$ cat config.mk
export PLATFORM = sky130hd
export DESIGN_NAME = id_ex_stage
export DESIGN_NICKNAME = d
export VERILOG_FILES = /design/src/rtl/pipe_pkg.sv /design/src/rtl/hazard_detect.sv /design/src/rtl/id_ex_stage.sv
export SDC_FILE = /design/constraint.sdc
export NUM_CORES = 1
export LEC_CHECK = 0
export CAP_MARGIN = 20
export CORE_MARGIN = 5
export CORE_UTILIZATION = 38
export DETAILED_ROUTE_END_ITERATION = 8
export GPL_TIMING_DRIVEN = 0
export PLACE_DENSITY_LB_ADDON = 0.1
export SLEW_MARGIN = 20
export SYNTH_ARGS = -nofsm -noshare
export SYNTH_HDL_FRONTEND = slang
export SYNTH_HIERARCHICAL = 1
export SYNTH_SLANG_ARGS = --single-unit
$ cat constraint.sdc
create_clock -name clk -period 5.08 [get_ports clk]
set_input_delay 1.016 -clock clk [delete_from_list [all_inputs] [get_ports clk]]
set_output_delay 1.016 -clock clk [all_outputs]
set_load 0.1 [all_outputs]
$ cat src/rtl/pipe_pkg.sv
`default_nettype none
// pipe_pkg: control-word bit positions and datapath widths shared by the
// ID/EX and MEM/WB stages and the RegFile wrapper.
package pipe_pkg;

  localparam int CTRL_W        = 8;
  localparam int REG_ADDR_W    = 5;
  localparam int DATA_W        = 32;

  localparam int CTRL_REGWRITE = 7;
  localparam int CTRL_MEMREAD  = 6;
  localparam int CTRL_MEMWRITE = 5;
  localparam int CTRL_MEMTOREG = 4;
  localparam int CTRL_REGDST   = 3;
  localparam int CTRL_ALUSRC   = 2;
  localparam int CTRL_ALUOP_HI = 1;
  localparam int CTRL_ALUOP_LO = 0;

endpackage : pipe_pkg
`default_nettype wire

$ cat src/rtl/hazard_detect.sv
`default_nettype none
// hazard_detect: flags a load in EX whose destination (rt) is read by the
// instruction in ID. Register $0 never creates a dependency.
module hazard_detect
  import pipe_pkg::*;
(
  input  logic                  ex_valid,
  input  logic                  ex_memread,
  input  logic [REG_ADDR_W-1:0] ex_rt,
  input  logic                  id_valid,
  input  logic [REG_ADDR_W-1:0] id_rs,
  input  logic [REG_ADDR_W-1:0] id_rt,
  output logic                  load_use
);

  logic rt_nonzero;
  logic rt_match;

  assign rt_nonzero = (ex_rt != '0);
  assign rt_match   = (ex_rt == id_rs) | (ex_rt == id_rt);
  assign load_use   = ex_valid & ex_memread & rt_nonzero & id_valid & rt_match;

endmodule : hazard_detect
`default_nettype wire

$ cat src/rtl/id_ex_stage.sv
`default_nettype none
// id_ex_stage: ID/EX pipeline register with flush/stall bubble insertion.
// Load-use stall and its counter exist only when ID_EX_HAZARD_STALL_EN is defined.
module id_ex_stage
  import pipe_pkg::*;
#(
  parameter int CNT_W = 16
) (
  input  logic                  clk,
  input  logic                  reset,
  input  logic                  id_valid,
  input  logic [DATA_W-1:0]     id_readdata1,
  input  logic [DATA_W-1:0]     id_readdata2,
  input  logic [REG_ADDR_W-1:0] id_rs,
  input  logic [REG_ADDR_W-1:0] id_rt,
  input  logic [REG_ADDR_W-1:0] id_rd,
  input  logic [DATA_W-1:0]     id_imm,
  input  logic [CTRL_W-1:0]     id_ctrl,
  input  logic                  flush,
  output logic                  ex_valid,
  output logic [DATA_W-1:0]     ex_readdata1,
  output logic [DATA_W-1:0]     ex_readdata2,
  output logic [REG_ADDR_W-1:0] ex_rs,
  output logic [REG_ADDR_W-1:0] ex_rt,
  output logic [REG_ADDR_W-1:0] ex_rd,
  output logic [DATA_W-1:0]     ex_imm,
  output logic [CTRL_W-1:0]     ex_ctrl,
  output logic                  stall,
  output logic [CNT_W-1:0]      stall_count
);

  logic                  ex_valid_q,     ex_valid_d;
  logic [DATA_W-1:0]     ex_readdata1_q, ex_readdata1_d;
  logic [DATA_W-1:0]     ex_readdata2_q, ex_readdata2_d;
  logic [REG_ADDR_W-1:0] ex_rs_q,        ex_rs_d;
  logic [REG_ADDR_W-1:0] ex_rt_q,        ex_rt_d;
  logic [REG_ADDR_W-1:0] ex_rd_q,        ex_rd_d;
  logic [DATA_W-1:0]     ex_imm_q,       ex_imm_d;
  logic [CTRL_W-1:0]     ex_ctrl_q,      ex_ctrl_d;
  logic                  bubble;

`ifdef ID_EX_HAZARD_STALL_EN
  logic             load_use;
  logic [CNT_W-1:0] stall_count_q, stall_count_d;

  hazard_detect u_hazard_detect (
    .ex_valid   (ex_valid_q),
    .ex_memread (ex_ctrl_q[CTRL_MEMREAD]),
    .ex_rt      (ex_rt_q),
    .id_valid   (id_valid),
    .id_rs      (id_rs),
    .id_rt      (id_rt),
    .load_use   (load_use)
  );

  // Flush wins: a squashed instruction has no dependency worth waiting for.
  assign stall = load_use & ~flush;

  always_comb begin
    stall_count_d = stall_count_q;
    if (stall && (stall_count_q != {CNT_W{1'b1}})) begin
      stall_count_d = stall_count_q + 1'b1;
    end
  end

  always_ff @(posedge clk or posedge reset) begin
    if (reset) begin
      stall_count_q <= '0;
    end else begin
      stall_count_q <= stall_count_d;
    end
  end

  assign stall_count = stall_count_q;
`else
  assign stall       = 1'b0;
  assign stall_count = '0;
`endif

  assign bubble = flush | stall;

  // A bubble kills valid/ctrl but leaves the datapath fields untouched.
  always_comb begin
    ex_valid_d     = bubble ? 1'b0 : id_valid;
    ex_ctrl_d      = bubble ? '0   : id_ctrl;
    ex_readdata1_d = bubble ? ex_readdata1_q : id_readdata1;
    ex_readdata2_d = bubble ? ex_readdata2_q : id_readdata2;
    ex_rs_d        = bubble ? ex_rs_q        : id_rs;
    ex_rt_d        = bubble ? ex_rt_q        : id_rt;
    ex_rd_d        = bubble ? ex_rd_q        : id_rd;
    ex_imm_d       = bubble ? ex_imm_q       : id_imm;
  end

  always_ff @(posedge clk or posedge reset) begin
    if (reset) begin
      ex_valid_q     <= 1'b0;
      ex_ctrl_q      <= '0;
      ex_readdata1_q <= '0;
      ex_readdata2_q <= '0;
      ex_rs_q        <= '0;
      ex_rt_q        <= '0;
      ex_rd_q        <= '0;
      ex_imm_q       <= '0;
    end else begin
      ex_valid_q     <= ex_valid_d;
      ex_ctrl_q      <= ex_ctrl_d;
      ex_readdata1_q <= ex_readdata1_d;
      ex_readdata2_q <= ex_readdata2_d;
      ex_rs_q        <= ex_rs_d;
      ex_rt_q        <= ex_rt_d;
      ex_rd_q        <= ex_rd_d;
      ex_imm_q       <= ex_imm_d;
    end
  end

  assign ex_valid     = ex_valid_q;
  assign ex_ctrl      = ex_ctrl_q;
  assign ex_readdata1 = ex_readdata1_q;
  assign ex_readdata2 = ex_readdata2_q;
  assign ex_rs        = ex_rs_q;
  assign ex_rt        = ex_rt_q;
  assign ex_rd        = ex_rd_q;
  assign ex_imm       = ex_imm_q;

endmodule : id_ex_stage
`default_nettype wire
==> impl_metrics.csv, run 1 <==
group,metric,value,unit
status,status,"finished clean",
critical_path,worstSetupEndpointType,"output port",
logic_synthesis,synth_most_common_cell,"dfrtp_1",
clock_network,cts_buffers,17,
logic_synthesis,synth.distinct_cells,10,
logic_synthesis,synth_xor_area_share,0,%
logic_synthesis,synth_commonest_cells,"120 x dfrtp_1, 111 x mux2_2, 17 x buf_4",
sta,holdWs,0.4993,ns
logic_synthesis,synth_edf_count,0,
run,cap_violations,0,
logic_synthesis,synth_area_leaders,"dfrtp_1 66%, mux2_2 27%, buf_4 2.8%, buf_6 2.7%, nor2b_1 0.96%",
finish,num-fill-cells,917,
route,post_drt_wl_per_cell,17.01,µm
logic_synthesis,netlist_instances,272,
critical_path,worstPathRequired,4.06,ns
clock_network,cts_resized,0,
route,antenna_left,0,
route,drcViolationCount,0,
global_route,grt_overflow,0,
die,die_w,119.8,µm
global_route,grt_max_degree,69,
critical_path,cpPeakStageDelay,1.15,ns
die,io_pins,260,
logic_synthesis,synthMuxAreaShare,27.30,%
route,avgViaCountPerCell,4.502,
die,die_y,119.8,µm
critical_path,worst-path-buf-inv,1,
placed_design,hpwl,9272,µm
sta,fin_skew,0,ns
route,vias,3183,
sta,period_share,57.80,%
sta,worst_slack,2.144,ns
placed_design,placed_cells,677,
critical_path,path_cells,"clkdlybuf4s50_1",
critical_path,slowest_stage,"clkdlybuf4s50_1",
clock_network,cts_buffer_depth,2,
logic_synthesis,synth_seq_cells,120,
sta,period_needed,2.936,ns
die,die_area,14350,µm²
finish,multiInputGateArea,1373,µm²
logic_synthesis,syn_avg_cell_area,16.84,µm²
finish,drive_above_1_share,29.82,%
finish,final_cells,707,
logic_synthesis,synth_seq_area_share,65.57,%
clock_network,cts_setup_buffers,0,
finish,antenna_cells,0,
clock_network,clkTransAtPathRegs,0.05,ns
placed_design,place_ws,2.553,ns
global_route,grt_pass1_vias,3430,
clock_network,cts_root_buf,"clkbuf_16",
global_route,grt_usage,17.17,%
critical_path,cp.arrival,1.92,ns
sta,maxSlewViolCount,0,
power,leakage,3.316,nW
critical_path,path_class,"reg2out",
clock_network,cts_tree,"yes",
placed_design,routabilityCongestion,0.6987,
clock_network,cts.sinks,120,
finish,nets,672,
logic_synthesis,yosys.area_share.simple,1.284,%
logic_synthesis,syn-cell-area,4579,µm²
sta,rsz0062_at_grt,"false",
die,start_util,38.45,%
clock_network,cts_max_level,4,
finish,register_area,3003,µm²
critical_path,cp_top_family,"buffers and inverters",
route,drt_iter0_markers,108,
critical_path,path_max_fanout,2,
sta,worstMarginPinSlew,1.021,ns
global_route,antenna_found_initial,0,
logic_synthesis,synthFlopType,"dfrtp_1",
sta,setup_viol,0,
sta,fmax,340.6,MHz
logic_synthesis,synth_top_family_by_area,"multiplexers",
logic_synthesis,async_flop_share,100.0,%
critical_path,cp-start-kind,"register",
logic_synthesis,synth_top_area_cell,"dfrtp_1",
logic_synthesis,yosys.area_share.adder,0,%
placed_design,io_buffers,241,
sta,hold_viol,0,
logic_synthesis,synth_top_area_share,65.57,%
power,power_density,430.6,nW/µm²
route,first_pass_iters,4,
finish,synthToLayoutAreaGrowth,70.25,%
power,power,0.003357,W
clock_network,clock_latency,0.40,ns
logic_synthesis,synth_compound_area_share,0,%
clock_network,hold_buffers,0,
sta,relSlewSlack,31.74,%
route,drt-total-wl,12030,µm
die,row_count,40,
logic_synthesis,ys_warn_count,6,
die,core-area,11910,µm²
global_route,grt_pass1_wl,18620,µm
power,peakVddDrop,0.2522,mV
hold_path,hp-class,"reg2reg",
==> metal layers <==
layer | track usage [%] | wire [µm] | vias to the layer above
met5 | 0 | 0 | -
met2 | 27.08 | 5791 | 168
li1 | - | - | 1455
met1 | 19.15 | 4654 | 1536
met4 | 8.447 | 295 | 0
met3 | 8.860 | 1286 | 24
==> layout make-up <==
class                      count  share of cell area, %
timing repair buffer         242                  31.30
multi-input combinational    137                  17.61
clock buffer                  27                  6.580
sequential                   120                  38.52
clock inverter                 3                 0.1926
inverter                       1                 0.1123
tap                          147                  2.359
buffer                        30                  3.338
==> placed cells by master, fill, tap and decap left out <==
cell type | Yosys | layout
and2b_1 | 2 | 2
inv_6 | 0 | 1
buf_2 | 1 | 1
buf_4 | 17 | 17
mux2_2 | 111 | 111
clkbuf_1 | 1 | 6
clkinv_2 | 0 | 3
buf_16 | 0 | 1
clkbuf_16 | 0 | 17
nor2b_1 | 7 | 7
clkdlybuf4s50_1 | 0 | 241
conb_1 | 1 | 17
buf_6 | 11 | 11
clkbuf_8 | 0 | 5
dfrtp_1 | 120 | 120
==> metrics by stage <==
step | util [%] | setup TNS [ns] | instance area (µm²)
2_1_floorplan | - | 0 | 4639
3_3_place_gp | 60.75 | -104.02 | 7236
3_5_place_dp | 61.02 | 0 | 7268
4_1_cts | 65.45 | 0 | 7796
5_1_grt | 65.45 | 0 | 7796
6_report | 65.45 | 0 | 7796
==> state kept, by name, summed over array words and instances, names as in the netlist <==
name and count:
ex_ctrl 8, ex_imm 32, ex_rd 5, ex_readdata1 32, ex_readdata2 32, ex_rs 5
ex_rt 5, ex_valid 1
==> path summary, 6_finish.rpt <==
kind | from | endpoint | slack [ns] | depth (start not counted)
min | ex_readdata2[24] | ex_readdata2[24] | 0.50 | 1
max in group asynchronous | reset | ex_imm[16] | 3.32 | 3
max reg2reg | ex_imm[24] | ex_imm[24] | 4.29 | 1
min reg2reg | ex_readdata2[24] | ex_readdata2[24] | 0.50 | 1
min in group asynchronous | reset | ex_rd[0] | 1.08 | 2
max | ex_imm[24] | ex_imm[24] | 2.14 | 1
==> power by group <==
part           internal (W)  total, W  switching [W]
combinational      0.000329   0.00121       0.000876
sequential          0.00105   0.00109      0.0000429
clock              0.000679   0.00106       0.000379
==> cell families (layout without fill, tap and decap cells) <==
group / count (synthesis) / in the layout
buffers and inverters: 31 / 303
other: 1 / 17
muxes: 111 / 111
and+or+nand+nor: 9 / 9
DFF: 120 / 120
No activity file was read; power rests on OpenSTA's default activity.
==> run 2, diff against run 1 <==
Clock period 5.08 ns to 3.07 ns, I/O delays scaled along.
==> run 2 against run 1 <==
Compared with the run above:
- worst setup slack worse by 1.6 ns
- final cell count grew 0.71%
- register-to-register slack worse by 2.0 ns
- sequential power increased by 66%
- die area unchanged
- hold slack is essentially flat
- largest cell class unchanged
==> impl_metrics.csv, run 2 (synthesis gave the netlist of run 1 again) <==
group,metric,value,unit
finish,multiInputGateArea,1373,µm²
critical_path,path_max_fanout,2,
clock_network,hold_buffers,0,
route,post_drt_wl_per_cell,17.05,µm
critical_path,reg2reg_setup_slack,2.29,ns
finish,num-fill-cells,939,
hold_path,hp-class,"reg2reg",
critical_path,r2r_cells,1,
critical_path,cpPeakStageDelay,1.16,ns
power,power_density,744.0,nW/µm²
critical_path,cp_top_family,"buffers and inverters",
status,status,"finished clean",
sta,fin_skew,0,ns
critical_path,worstPathRequired,2.46,ns
route,vias,3191,
critical_path,cp-start-kind,"register",
die,io_pins,260,
placed_design,place_area,7327,µm²
finish,layout_commonest_cell,"clkdlybuf4s50_1",
clock_network,cts_setup_buffers,0,
global_route,grt_pass1_wl,18850,µm
critical_path,r2r-start,"ex_rd[4]",
critical_path,path_cells,"clkdlybuf4s50_1",
finish,synthToLayoutAreaGrowth,74.02,%
critical_path,path_class,"reg2out",
hold_path,min_path_cells,1,
sta,setup_tns,0,ns
sta,setup_viol,0,
critical_path,worst-path-buf-inv,1,
finish,final_cells,712,
placed_design,hpwl,9606,µm
clock_network,cts.sinks,120,
critical_path,rr_endpoint,"ex_rd[4]",
clock_network,clock_latency,0.40,ns
sta,fmax,393.3,MHz
clock_network,cts_root_buf,"clkbuf_16",
route,avgViaCountPerCell,4.482,
sta,holdWs,0.4990,ns
hold_path,min_to,"ex_readdata2[29]",
route,drt_iter0_markers,67,
route,drcViolationCount,0,
die,die_y,119.8,µm
die,die_area,14350,µm²
placed_design,routabilityCongestion,0.7228,
global_route,grt_max_degree,33,
die,row_count,40,
hold_path,hold_path.startpoint,"ex_readdata2[29]",
power,peakVddDrop,0.4653,mV
finish,register_area,3003,µm²
critical_path,worstSetupEndpointType,"output port",
run,cap_violations,0,
sta,worstMarginPinSlew,1.031,ns
sta,period_needed,2.543,ns
route,first_pass_iters,4,
global_route,antenna_found_initial,0,
finish,nets,675,
die,start_util,38.45,%
finish,finalInstanceArea,7969,µm²
sta,rsz0062_at_grt,"false",
die,core-area,11910,µm²
global_route,grt_usage,17.39,%
die,die_w,119.8,µm
clock_network,cts_resized,0,
power,power,0.005929,W
clock_network,clkTransAtPathRegs,0.05,ns
finish,drive_above_1_share,30.97,%
sta,period_share,82.83,%
route,antenna_left,0,
route,drt-total-wl,12140,µm
critical_path,cp.arrival,1.93,ns
clock_network,cts_buffers,17,
sta,relSlewSlack,31.02,%
placed_design,placed_cells,680,
placed_design,io_buffers,241,
sta,maxSlewViolCount,0,
sta,hold_viol,0,
clock_network,cts_buffer_depth,2,
finish,antenna_cells,0,
critical_path,slowest_stage,"clkdlybuf4s50_1",
global_route,grt_pass1_vias,3462,
finish,mostFrequentLayoutCells,"241 x clkdlybuf4s50_1, 120 x dfrtp_1, 111 x mux2_2",
clock_network,cts_max_level,4,
power,leakage,3.397,nW
global_route,grt_overflow,0,
clock_network,cts_tree,"yes",
## run 2: cell count changes in the layout (fill, tap and decap cells not counted)
cell / before / now
buf_12: 0 / 3
bufinv_16: 0 / 4
clkbuf_1: 6 / 3
clkinv_2: 3 / 4
clkinvlp_4: 0 / 1
inv_6: 1 / 0
## run 2: report_power, final
part | leakage [nW] | switching (W) | internal, W | total, W
Combinational | 1.66 | 0.00145 | 0.000553 | 0.00200
Sequential | 1.41 | 0.0000721 | 0.00174 | 0.00181
Clock | 0.320 | 0.000657 | 0.00146 | 0.00212
Total | 3.40 | 0.00218 | 0.00375 | 0.00593
## run 2: how the worst max path moves through the flow
| stage | from | endpoint | depth (start not counted) |
|---|---|---|---|
| 2_1_floorplan | reset | ex_ctrl[0] | 1 |
| 5_1_grt | ex_imm[9] | ex_imm[9] | 1 |
| 3_3_place_gp | reset | ex_readdata1[22] | 2 |
| 4_1_cts | ex_imm[9] | ex_imm[9] | 1 |
| 3_5_place_dp | ex_imm[9] | ex_imm[9] | 1 |
| 6_report | ex_imm[17] | ex_imm[17] | 1 |
## run 2: through the flow
step,util [%],setup WS (ns)
after detailed placement,61.51,0.9436
after global placement,60.78,-0.1557
after CTS,66.90,0.4973
final,66.90,0.5271
after floorplan,-,0.9867
after global routing,66.90,0.4663
## run 2: layer usage
metal	part of all wire [%]	global-route usage (%)	wire, µm	vias to the layer above
li1	-	-	-	1466
met1	36	18.27	4337	1541
met3	11	8.765	1303	24
met2	51	29.03	6171	160
met4	2.7	8.232	329	0
met5	0	0	0	-
## run 2: area by class of cell
type	count	area share [%]
repair buffers	245	31.37
multi-input cells	137	17.22
well taps	147	2.308
inverters	1	0.09421
clock buffers	24	6.296
flip-flops and latches	120	37.68
plain buffers	30	3.266
clock inverters	8	1.759
==> run 3, diff against run 2 <==
Settings changed: CORE_UTILIZATION 38 to 35.
Clock period 3.07 ns to 2.2 ns, I/O delays scaled along.
==> run 3 against run 2 <==
Compared with the run above:
- sequential cell count unchanged
- final cell count is 3.1% higher
- combinational power increased by 32%
- register-to-register slack got worse by 0.85 ns
- non-clock buffer count unchanged
- wire length about the same
- critical path type unchanged
- largest cell class unchanged
- largest power group is now combinational logic
- highest routed layer unchanged
==> impl_metrics.csv, run 3 (synthesis gave the netlist of run 1 again) <==
group,metric,value,unit
status,status,"finished clean",
global_route,antenna_found_initial,0,
route,antenna_left,0,
sta,worst_slack,0.1247,ns
sta,period_share,94.33,%
route,drt_iter0_markers,99,
clock_network,hold_buffers,0,
finish,antenna_cells,0,
clock_network,cts.sinks,120,
clock_network,cts_buffers,17,
critical_path,r2r-start,"ex_readdata2[13]",
critical_path,slowest_stage,"dlygate4sd2_1",
die,die_y,124.4,µm
critical_path,path_class,"reg2out",
hold_path,hp-class,"in2async",
critical_path,cp.arrival,1.64,ns
finish,final_cells,734,
sta,fin_skew,0,ns
sta,period_needed,2.075,ns
placed_design,place_area,7358,µm²
sta,fmax,481.9,MHz
sta,maxSlewViolCount,0,
global_route,grt_max_degree,34,
critical_path,cpPeakStageDelay,0.89,ns
die,start_util,36.00,%
placed_design,placed_cells,705,
clock_network,cts_tree,"yes",
placed_design,routabilityCongestion,0.7484,
route,drt-total-wl,12130,µm
run,cap_violations,0,
sta,rsz0062_at_grt,"false",
route,avgViaCountPerCell,4.282,
critical_path,rr_endpoint,"ex_readdata2[13]",
global_route,grt_overflow,0,
die,die_w,124.4,µm
finish,synthToLayoutAreaGrowth,69.40,%
critical_path,path_cells,"dlygate4sd2_1",
placed_design,hpwl,9533,µm
clock_network,cts_setup_buffers,0,
route,drcViolationCount,0,
die,row_count,41,
critical_path,cp_top_family,"buffers and inverters",
clock_network,cts_buffer_depth,2,
global_route,grt_pass1_wl,19180,µm
die,die_area,15470,µm²
placed_design,io_buffers,241,
finish,mostFrequentLayoutCells,"121 x clkdlybuf4s50_1, 120 x dfrtp_1, 120 x dlygate4sd2_1",
finish,drive_above_1_share,30.25,%
clock_network,cts_resized,120,
die,core-area,12720,µm²
power,power_density,993.3,nW/µm²
critical_path,worstSetupEndpointType,"output port",
power,peakVddDrop,0.4921,mV
finish,finalInstanceArea,7757,µm²
global_route,grt_usage,15.83,%
power,leakage,3.532,nW
sta,relSlewSlack,32.40,%
critical_path,worstPathRequired,1.76,ns
route,first_pass_iters,3,
finish,nets,675,
critical_path,path_max_fanout,2,
placed_design,place_ws,0.2499,ns
critical_path,reg2reg_setup_slack,1.44,ns
clock_network,cts_max_level,4,
sta,worstMarginPinSlew,1.018,ns
critical_path,worst-path-buf-inv,1,
route,post_drt_wl_per_cell,16.53,µm
die,io_pins,260,
sta,hold_viol,0,
route,vias,3143,
clock_network,cts_root_buf,"clkbuf_16",
sta,setup_viol,0,
finish,layout_commonest_cell,"clkdlybuf4s50_1",
critical_path,r2r_cells,1,
clock_network,clkTransAtPathRegs,0.05,ns
clock_network,clock_latency,0.40,ns
global_route,grt_pass1_vias,3504,
critical_path,cp-start-kind,"register",
[run 3: layout make-up]
class / count / area (µm²)
sequential: 120 / 3003
buffer: 30 / 260.3
multi-input combinational: 137 / 1373
clock inverter: 3 / 40.04
timing repair buffer: 245 / 2350
tap: 172 / 215.2
inverter: 1 / 7.507
fill: 1133 / 4965
clock buffer: 26 / 509.2
[run 3: power by group]
part / internal, W / switching (W)
clock: 0.00168 / 0.000874
sequential: 0.00242 / 0.0000895
combinational: 0.000616 / 0.00202
[run 3: worst max path at each step]
stage / from / end / slack (ns) / cells past startpoint
final: ex_readdata1[11] / ex_readdata1[11] / 0.12 / 1
after global routing: ex_readdata1[10] / ex_readdata1[10] / 0.06 / 1
after CTS: ex_readdata2[18] / ex_readdata2[18] / 0.09 / 1
after detailed placement: ex_readdata1[11] / ex_readdata1[11] / 0.25 / 1
after global placement: reset / ex_readdata1[20] / -0.86 / 2
after floorplan: reset / ex_ctrl[0] / 0.29 / 1
[run 3: metal layers]
metal	global-route usage (%)	routed length [µm]	vias up
li1	-	-	1459
met5	0	0	-
met3	7.890	1186	16
met2	27.26	6306	153
met1	16.75	4472	1515
met4	5.609	168	0
[run 3: stage by stage]
step / setup TNS (ns) / util, % / hold WS, ns / total power, W
floorplan: 0 / - / 0.5720 / 0.004585
global placement: -101.99 / 57.15 / 0.4860 / 0.005327
detailed placement: 0 / 57.84 / 0.4916 / 0.005372
CTS: 0 / 60.98 / 0.3895 / 0.007800
global route: 0 / 60.98 / 0.4244 / 0.007974
finish: 0 / 60.98 / 0.3977 / 0.007706
